**src/rtl/pipe_stage_skid_pkg.sv**
```systemverilog
// ---------------------------------------------------------------------------
// pipe_stage_skid_pkg : shared pipeline constants (occupancy encoding, NOP)
// Revision: 1.0
// ---------------------------------------------------------------------------
`default_nettype none

package pipe_stage_skid_pkg;

  typedef enum logic [1:0] {
    OCC_EMPTY = 2'd0,
    OCC_ONE   = 2'd1,
    OCC_FULL  = 2'd2
  } occ_e;

  // Canonical instruction-stage bubble (addi x0, x0, 0).
  localparam logic [31:0] NOP_WORD = 32'h0000_0013;

  function automatic logic occ_accepts(input occ_e s);
    return (s != OCC_FULL);
  endfunction

endpackage

`default_nettype wire

```
**src/rtl/pipe_stage_entry.sv**
```systemverilog
// ---------------------------------------------------------------------------
// pipe_stage_entry : WIDTH-bit register, load enable, sync clear to BUBBLE
// Revision: 1.0
// ---------------------------------------------------------------------------
`default_nettype none

module pipe_stage_entry #(
  parameter int unsigned       WIDTH  = 64,
  parameter logic [WIDTH-1:0] BUBBLE = '0
) (
  input  logic             clk,
  input  logic             reset_n,
  input  logic             clear_i,
  input  logic             load_i,
  input  logic [WIDTH-1:0] d_i,
  output logic [WIDTH-1:0] q_o
);

  logic [WIDTH-1:0] data_q;

  always_ff @(posedge clk) begin
    if (!reset_n || clear_i) begin
      data_q <= BUBBLE;
    end else if (load_i) begin
      data_q <= d_i;
    end
  end

  assign q_o = data_q;

endmodule

`default_nettype wire

```
**src/rtl/pipe_stage_skid.sv**
```systemverilog
// ---------------------------------------------------------------------------
// pipe_stage_skid : valid/ready pipeline stage, optional two-entry skid buffer
// Revision: 1.0
// ---------------------------------------------------------------------------
`default_nettype none

module pipe_stage_skid
  import pipe_stage_skid_pkg::*;
#(
  parameter int unsigned       WIDTH   = 64,
  parameter logic [WIDTH-1:0] BUBBLE  = '0,
  parameter bit                SKID_EN = 1'b1
) (
  input  logic             clk,
  input  logic             reset_n,
  input  logic             flush,
  input  logic             in_valid,
  output logic             in_ready,
  input  logic [WIDTH-1:0] in_data,
  output logic             out_valid,
  input  logic             out_ready,
  output logic [WIDTH-1:0] out_data,
  output logic [1:0]       occupancy
);

  occ_e             state_q;
  occ_e             state_d;
  logic             in_ready_q;
  logic             in_fire;
  logic             out_fire;
  logic             head_load;
  logic             head_clear;
  logic             skid_load;
  logic [WIDTH-1:0] head_d;
  logic [WIDTH-1:0] head_q;
  logic [WIDTH-1:0] skid_q;

  // Skid mode keeps in_ready purely registered; reset_n only masks it low.
  assign in_ready  = reset_n && (SKID_EN ? in_ready_q : (!out_valid || out_ready));
  assign out_valid = (state_q != OCC_EMPTY);
  assign out_data  = head_q;
  assign occupancy = state_q;

  always_comb begin
    in_fire    = in_valid && in_ready;
    out_fire   = out_valid && out_ready;
    state_d    = state_q;
    head_load  = 1'b0;
    head_clear = 1'b0;
    skid_load  = 1'b0;
    head_d     = in_data;
    if (flush) begin
      state_d    = OCC_EMPTY;
      head_clear = 1'b1;
    end else begin
      case (state_q)
        OCC_EMPTY: begin
          if (in_fire) begin
            state_d   = OCC_ONE;
            head_load = 1'b1;
          end
        end
        OCC_ONE: begin
          if (in_fire && out_fire) begin
            head_load = 1'b1;
          end else if (in_fire) begin
            // Only reachable with the skid enabled: single-entry mode
            // accepts while holding an entry only when it is also draining.
            if (SKID_EN) begin
              state_d   = OCC_FULL;
              skid_load = 1'b1;
            end
          end else if (out_fire) begin
            state_d    = OCC_EMPTY;
            head_clear = 1'b1;
          end
        end
        OCC_FULL: begin
          if (out_fire) begin
            state_d   = OCC_ONE;
            head_load = 1'b1;
            head_d    = skid_q;
          end
        end
        default: begin
          state_d    = OCC_EMPTY;
          head_clear = 1'b1;
        end
      endcase
    end
  end

  always_ff @(posedge clk) begin
    if (!reset_n) begin
      state_q    <= OCC_EMPTY;
      in_ready_q <= 1'b1;
    end else begin
      state_q    <= state_d;
      in_ready_q <= occ_accepts(state_d);
    end
  end

  pipe_stage_entry #(
    .WIDTH  (WIDTH),
    .BUBBLE (BUBBLE)
  ) u_head (
    .clk     (clk),
    .reset_n (reset_n),
    .clear_i (head_clear),
    .load_i  (head_load),
    .d_i     (head_d),
    .q_o     (head_q)
  );

  pipe_stage_entry #(
    .WIDTH  (WIDTH),
    .BUBBLE (BUBBLE)
  ) u_skid (
    .clk     (clk),
    .reset_n (reset_n),
    .clear_i (1'b0),
    .load_i  (skid_load),
    .d_i     (in_data),
    .q_o     (skid_q)
  );

endmodule

`default_nettype wire

```
**config.mk**
```make
export PLATFORM = sky130hd
export DESIGN_NAME = pipe_stage_skid
export DESIGN_NICKNAME = d
export VERILOG_FILES = /design/src/rtl/pipe_stage_skid_pkg.sv /design/src/rtl/pipe_stage_entry.sv /design/src/rtl/pipe_stage_skid.sv
export SDC_FILE = /design/constraint.sdc
export NUM_CORES = 1
export LEC_CHECK = 0
export CORE_AREA = 2 2 110 112
export DETAILED_ROUTE_END_ITERATION = 8
export DIE_AREA = 0 0 112 114
export PLACE_DENSITY = 0.76
export SYNTH_ARGS = -nofsm -noshare
export SYNTH_HDL_FRONTEND = slang
export SYNTH_SLANG_ARGS = --single-unit
```
**constraint.sdc**
```tcl
create_clock -name clk -period 1.7 [get_ports clk]
set_input_delay 0.34 -clock clk [delete_from_list [all_inputs] [get_ports clk]]
set_output_delay 0.34 -clock clk [all_outputs]
set_load 0.005 [all_outputs]
```
Yosys cells after proc, flatten, opt, wreduce, memory -nomap -nowiden
Index checks and enable logic that the tools add are counted.
- register bits after elaboration: 131
- eq/ne operators: 3
- mux-type cells: 22
- reduce and logical (&&, ||, !) cells: 9
- operators by type and width (cell ; number):
    64-bit two-way mux ; 3
    2-bit two-way mux ; 6
    1-bit two-way mux ; 10
    2-bit one-hot mux with 3 select lines ; 1
    1-bit logical AND ; 4
    1-bit one-hot mux with 3 select lines ; 1
    2-bit by 1-bit equality test with 1-bit output (second input constant) ; 1
    2-bit equality test (second input constant) ; 1
    2-bit logical NOT ; 1
    2-bit != test (second input constant) ; 1
    1-bit one-hot mux with 2 select lines ; 1
    2-bit nonzero test ; 1
    2-bit OR reduction ; 1
    1-bit logical NOT ; 1
    1-bit logical OR ; 1

Logic depth before layout (Yosys ltp)
Gate-level depths: netlist (run 1).
- depth after elaboration: 8
- gate-level depth with buffers: 6

By module
Synthesis (run 1) repeated with hierarchy kept, for this count alone.
- cells, all modules: 511
- area, all modules: 5595.4 um^2
- by module, submodules not included (module ; instances ; cells each ; area an instance (um^2) ; sequential area each (um^2)):
    pipe_stage_entry ; 2 ; 207 ; 2304.7 ; 1281.2
    pipe_stage_skid ; 1 ; 97 ; 985.9 ; 60.1

Worst setup path after synthesis (run 1)
Ideal clock, no wire load.
- kind: register to register
- start point: reg state_q[0], in the netlist occupancy[0]
- end point: reg u_head.data_q[13], in the netlist u_head.q_o[13]
- library setup time: 146 ps
- arrival: 1370 ps
- setup slack: 183 ps
- stages on the path, launching flop included: 6
- cell sequence: dfxtp_1 or2_1 a211oi_2 buf_2 buf_2 a211oi_2
- longest elaborated chain between the ends: 8
- elaborated cells on any way between the ends: 19
- those cells by class: eq/ne (2); mux (11); reduce/logical (6)
- ends and longest elaborated chain (item ; line ; text):
    start: declaration ; pipe_stage_skid.sv:26 ; occ_e state_q;
    start signal: assignment ; pipe_stage_skid.sv:98 ; state_q <= state_d;
    2-bit nonzero test (*) ; pipe_stage_skid.sv:40 ; assign out_valid = (state_q != OCC_EMPTY);
    via out_valid ; pipe_stage_skid.sv:20 ; output logic out_valid,
    1-bit logical AND (*) ; pipe_stage_skid.sv:46 ; out_fire = out_valid && out_ready;
    1-bit two-way mux ; pipe_stage_skid.sv:73, pipe_stage_skid.sv:79 ;
    1-bit two-way mux ; pipe_stage_skid.sv:66 ; end else if (in_fire) begin
    1-bit two-way mux ; pipe_stage_skid.sv:64 ; if (in_fire && out_fire) begin
    1-bit one-hot mux with 2 select lines ; pipe_stage_skid.sv:56 ; case (state_q)
    1-bit two-way mux ; pipe_stage_skid.sv:52 ; if (flush) begin
    1-bit logical OR ; pipe_stage_entry.sv:22 ; if (!reset_n || clear_i) begin
    end signal: assignment ; pipe_stage_entry.sv:25 ; data_q <= d_i;
    end: declaration ; pipe_stage_entry.sv:19 ; logic [WIDTH-1:0] data_q;
Mark *: on every way through the listed nets, which the timed path passes. The rest lies on a longest branch.
A chain may end at the register's enable or synchronous reset.

Final worst setup path (run 1)
- start point: reg state_q[0], in the netlist occupancy[0]
- end point: reg u_head.data_q[35], in the netlist u_head.q_o[35]
- longest elaborated chain between the ends: 8
- elaborated cells on any way between the ends: 19
- those cells by class: eq/ne (2); mux (11); reduce/logical (6)
- ends and longest elaborated chain (item ; line):
    2-bit nonzero test ; pipe_stage_skid.sv:40
    1-bit logical AND ; pipe_stage_skid.sv:46
    1-bit two-way mux ; pipe_stage_skid.sv:73, pipe_stage_skid.sv:79
    1-bit two-way mux ; pipe_stage_skid.sv:66
    1-bit two-way mux ; pipe_stage_skid.sv:64
    1-bit one-hot mux with 2 select lines ; pipe_stage_skid.sv:56
    1-bit two-way mux ; pipe_stage_skid.sv:52
    1-bit logical OR ; pipe_stage_entry.sv:22
Several ways; a longest one is shown, not always the timed one.

==> results of run 1 <==
path summary, 6_finish.rpt:
| kind | start | endpoint | slack [ps] | depth (start not counted) |
|---|---|---|---|---|
| setup / recovery | occupancy[0] | u_head.q_o[35] | 20 | 6 |
| hold / removal | reset_n | u_skid.q_o[22] | 450 | 3 |
| setup reg to reg | occupancy[0] | u_head.q_o[35] | 20 | 6 |
| hold reg to reg | u_skid.q_o[44] | u_skid.q_o[44] | 450 | 2 |
flip-flops by register name (all words and copies together) (netlist names):
| name | count |
|---|---|
| u_skid.q_o | 64 |
| in_ready_q | 1 |
| u_head.q_o | 64 |
| occupancy | 2 |
through the flow:
| step | instance area (um2) | hold WS (ps) |
|---|---|---|
| floorplan | 5580 | 435 |
| global placement | 7320 | 440 |
| detailed placement | 7320 | 445 |
| CTS | 7970 | 441 |
| global route | 8150 | 456 |
| finish | 8150 | 453 |
cell usage after synthesis:
master    instances
a31oi_1           1
xnor2_1           1
o21bai_1          1
buf_4             6
a211oi_2         51
buf_2            22
inv_1             2
nor3b_1           2
nor2_1           64
and3_1            3
dfxtp_1         131
mux2i_1          64
clkbuf_1         19
or2_1             1
nand3_1           2
a21boi_0         24
and4bb_2          1
a211oi_1         14
buf_6             1
a21oi_1           1
and2_1            2
a21bo_2           1
a21boi_1         40
nand2_1         130
or2_2             1
logic make-up after synthesis:
| logic type | share of synthesized area (%) |
|---|---|
| and+or+nand+nor | 14.5 |
| muxes | 11.5 |
| AOI/OAI and AO/OA | 22.4 |
| xor gates and xnor gates | 0.157 |
| DFF | 47.0 |
| buffers and inverters | 4.40 |
worst register-to-register path, cell delays in order, from the launching register on:
cell	delay (ps)
dfxtp_2	350
or2_4	280
a211oi_4	340
buf_6	190
buf_12	150
nor2_1	50
a211oi_1	240
power breakdown:
| group | internal (uW) | switching, uW | leakage [uW] | total (uW) |
|---|---|---|---|---|
| logic | 369 | 294 | 0.00131 | 663 |
| clock network | 2630 | 1310 | 0.000314 | 3940 |
| registers | 3110 | 24.5 | 0.00106 | 3130 |
| total | 6110 | 1630 | 0.00268 | 7740 |
layout make-up:
| class | instances | area (um2) | share of cell area [%] |
|---|---|---|---|
| Clock inverter | 9 | 150 | 1.84 |
| Tap cell | 147 | 184 | 2.26 |
| Inverter | 2 | 7.51 | 0.0922 |
| Sequential cell | 131 | 2630 | 32.3 |
| Timing Repair Buffer | 176 | 1910 | 23.5 |
| Clock buffer | 22 | 494 | 6.07 |
| Multi-Input combinational cell | 404 | 2770 | 34.0 |
routing by layer:
layer	wire length [um]	GRT usage (%)	vias to the layer above
met4	240	8.21	0
li1	-	-	2299
met5	0	0	-
met1	6430	26.9	2310
met3	771	6.64	21
met2	7280	37.1	133
what timing repair did:
action,CTS,global route
endpoints found under the setup margin,8,33
cloned,0,3
resized for setup,8,11
buffers inserted,0,8
pin swaps,0,8
endpoints found under the hold margin,0,0
==> run summary, run 1 <==
• completed — status
• 131 — Seq cells post-synth
• 4 — # H-tree levels
• 47.0% — part of the Yosys area used for sequential elements
• 47.0% — area share of the leading cell type in the synthesized netlist
• yes — unrepaired setup endpoints after global routing
• 0.781 — final weighted congestion in routability-driven placement
• 47.6% — starting utilization of the core area
• 9.49 mm — half-perimeter wire length after placement
• 289 — DR iter-0 viols
• 5580 um2 — cell area after synthesis
• 46.0% — area added between synthesis and finish
• 654 — Synth Net Count
• 0 — Routed Antenna Nets
• 0 — Yosys Warn Count
• or2_4 -> a211oi_4 -> buf_6 -> buf_12 -> nor2_1 -> a211oi_1 — series of cell instances along the critical path
• 0 — count of inserted antenna diode cells
• 114 um — overall die height
• compound AO/OA/AOI/OAI gates — category of cells accounting for the largest share of critical-path delay
• clkdlybuf4s50_1 — commonest non-fill, non-tap cell in the layout
• 0 — # DRC
• 22.5 mm — first-pass GRT wire length
• 12,800 um2 — die area
• dfxtp_1, mux2i_1, a211oi_2, nand2_1, a21boi_1 — main area contributors after synthesis
• 0 — final hold vios
• flip-flop — Worst setup EP type
• 0 ps — accumulated negative setup slack
• 98.9% — share of the clock period used by the worst path after layout
• 4,763 — number of vias after detailed routing
• 4,592 — via count of the first global-routing pass
• 2010 ps — data arrival time of the worst path
• 9.54 um2 — mean instance size in the synthesized netlist
• clkdlybuf4s50_1, nand2_1, dfxtp_1 — most frequent cells in the layout
• 137 — Boundary Pins
• 131 — clk sink count
• 5.35 — routed via count divided by cell count
• 7.14 ps — clock tree skew after final layout
• 60 ps — CTS clock-pin slew for the worst setup and hold paths
• 0 — Slew Limit Fails
• 350 ps — longest individual stage delay on the worst path
• 0 — final count of negative-setup-slack endpoints
• 18.5% — ratio of cells with drive above 1 in the final layout
• 73.2% — remaining max-slew budget at the tightest pin
• 69.6% — core utilization of the finished layout
• flip-flop — CP Launch Type
• 0 — max capacitance violation total
• clkbuf_16 — Clock Tree Root
• 112 um — die width
• 40 — Rows
• 0 — GR Overflow Total
• 400 ps — slew at the pin closest to its max-slew limit
• 16 — maximum net fanout on the critical path
• 16.5 um — Avg WL per Cell
• 0.00268 uW — leakage power summed over all cells
• -441 ps — setup slack after placement
• 25 — number of distinct library cells after synthesis
• 17 — CTS buffer count
• reg -> reg — classification of the worst setup path
• 19.5 ps — setup slack of the critical path after layout
• in -> reg — worst min-delay path class
• 51 — pin count of the biggest net entering global routing
• 2 — CP bufs+invs
• 0 — count of hold-fix buffers inserted at cts
• 14.7 mm — Routed WL
• 950 nW/um2 — power density of the placed cells
• 420 ps — clock latency on the worst-skew pair
• 22.1% — combined global-route utilization of all metal layers
• 2 — CTS Buffer Depth
• 801 — number of nets at the end of the flow
• 0 — antenna violations before repair
• 730 uV — Max IR drop VDD
• 595 MHz — upper clock frequency limit
• dfxtp_1 — largest area contributor in the synthesized netlist
• dfxtp_2 — cell with the largest stage delay on the worst path
• 585 — synthesized instance count
• 2030 ps — Worst Path Required
• 892 — Filler Cells Inserted
• 7740 uW — sum of internal, switching and leakage power
• yes — CTS tree
• 1680 ps — final critical-path required period
• 849 — placed cell count
• 136 — I/O Buffers
• 5 — Pre-antenna DRT Iters
• 11,700 um2 — Core Region
• 891 — fin cells
(Power assumes the default switching activity.)
==> inputs of run 2 (changes only) <==
- HOLD_SLACK_MARGIN: not set -> 0.08
==> results of run 2 <==
No change in the layout: final DEF, timing and power equal those of run 1.
==> inputs of run 3 (changes only) <==
- GPL_ROUTABILITY_DRIVEN: not set -> 1
- HOLD_SLACK_MARGIN: 0.08 -> not set
==> results of run 3 <==
No change in the layout: final DEF, timing and power equal those of run 1.
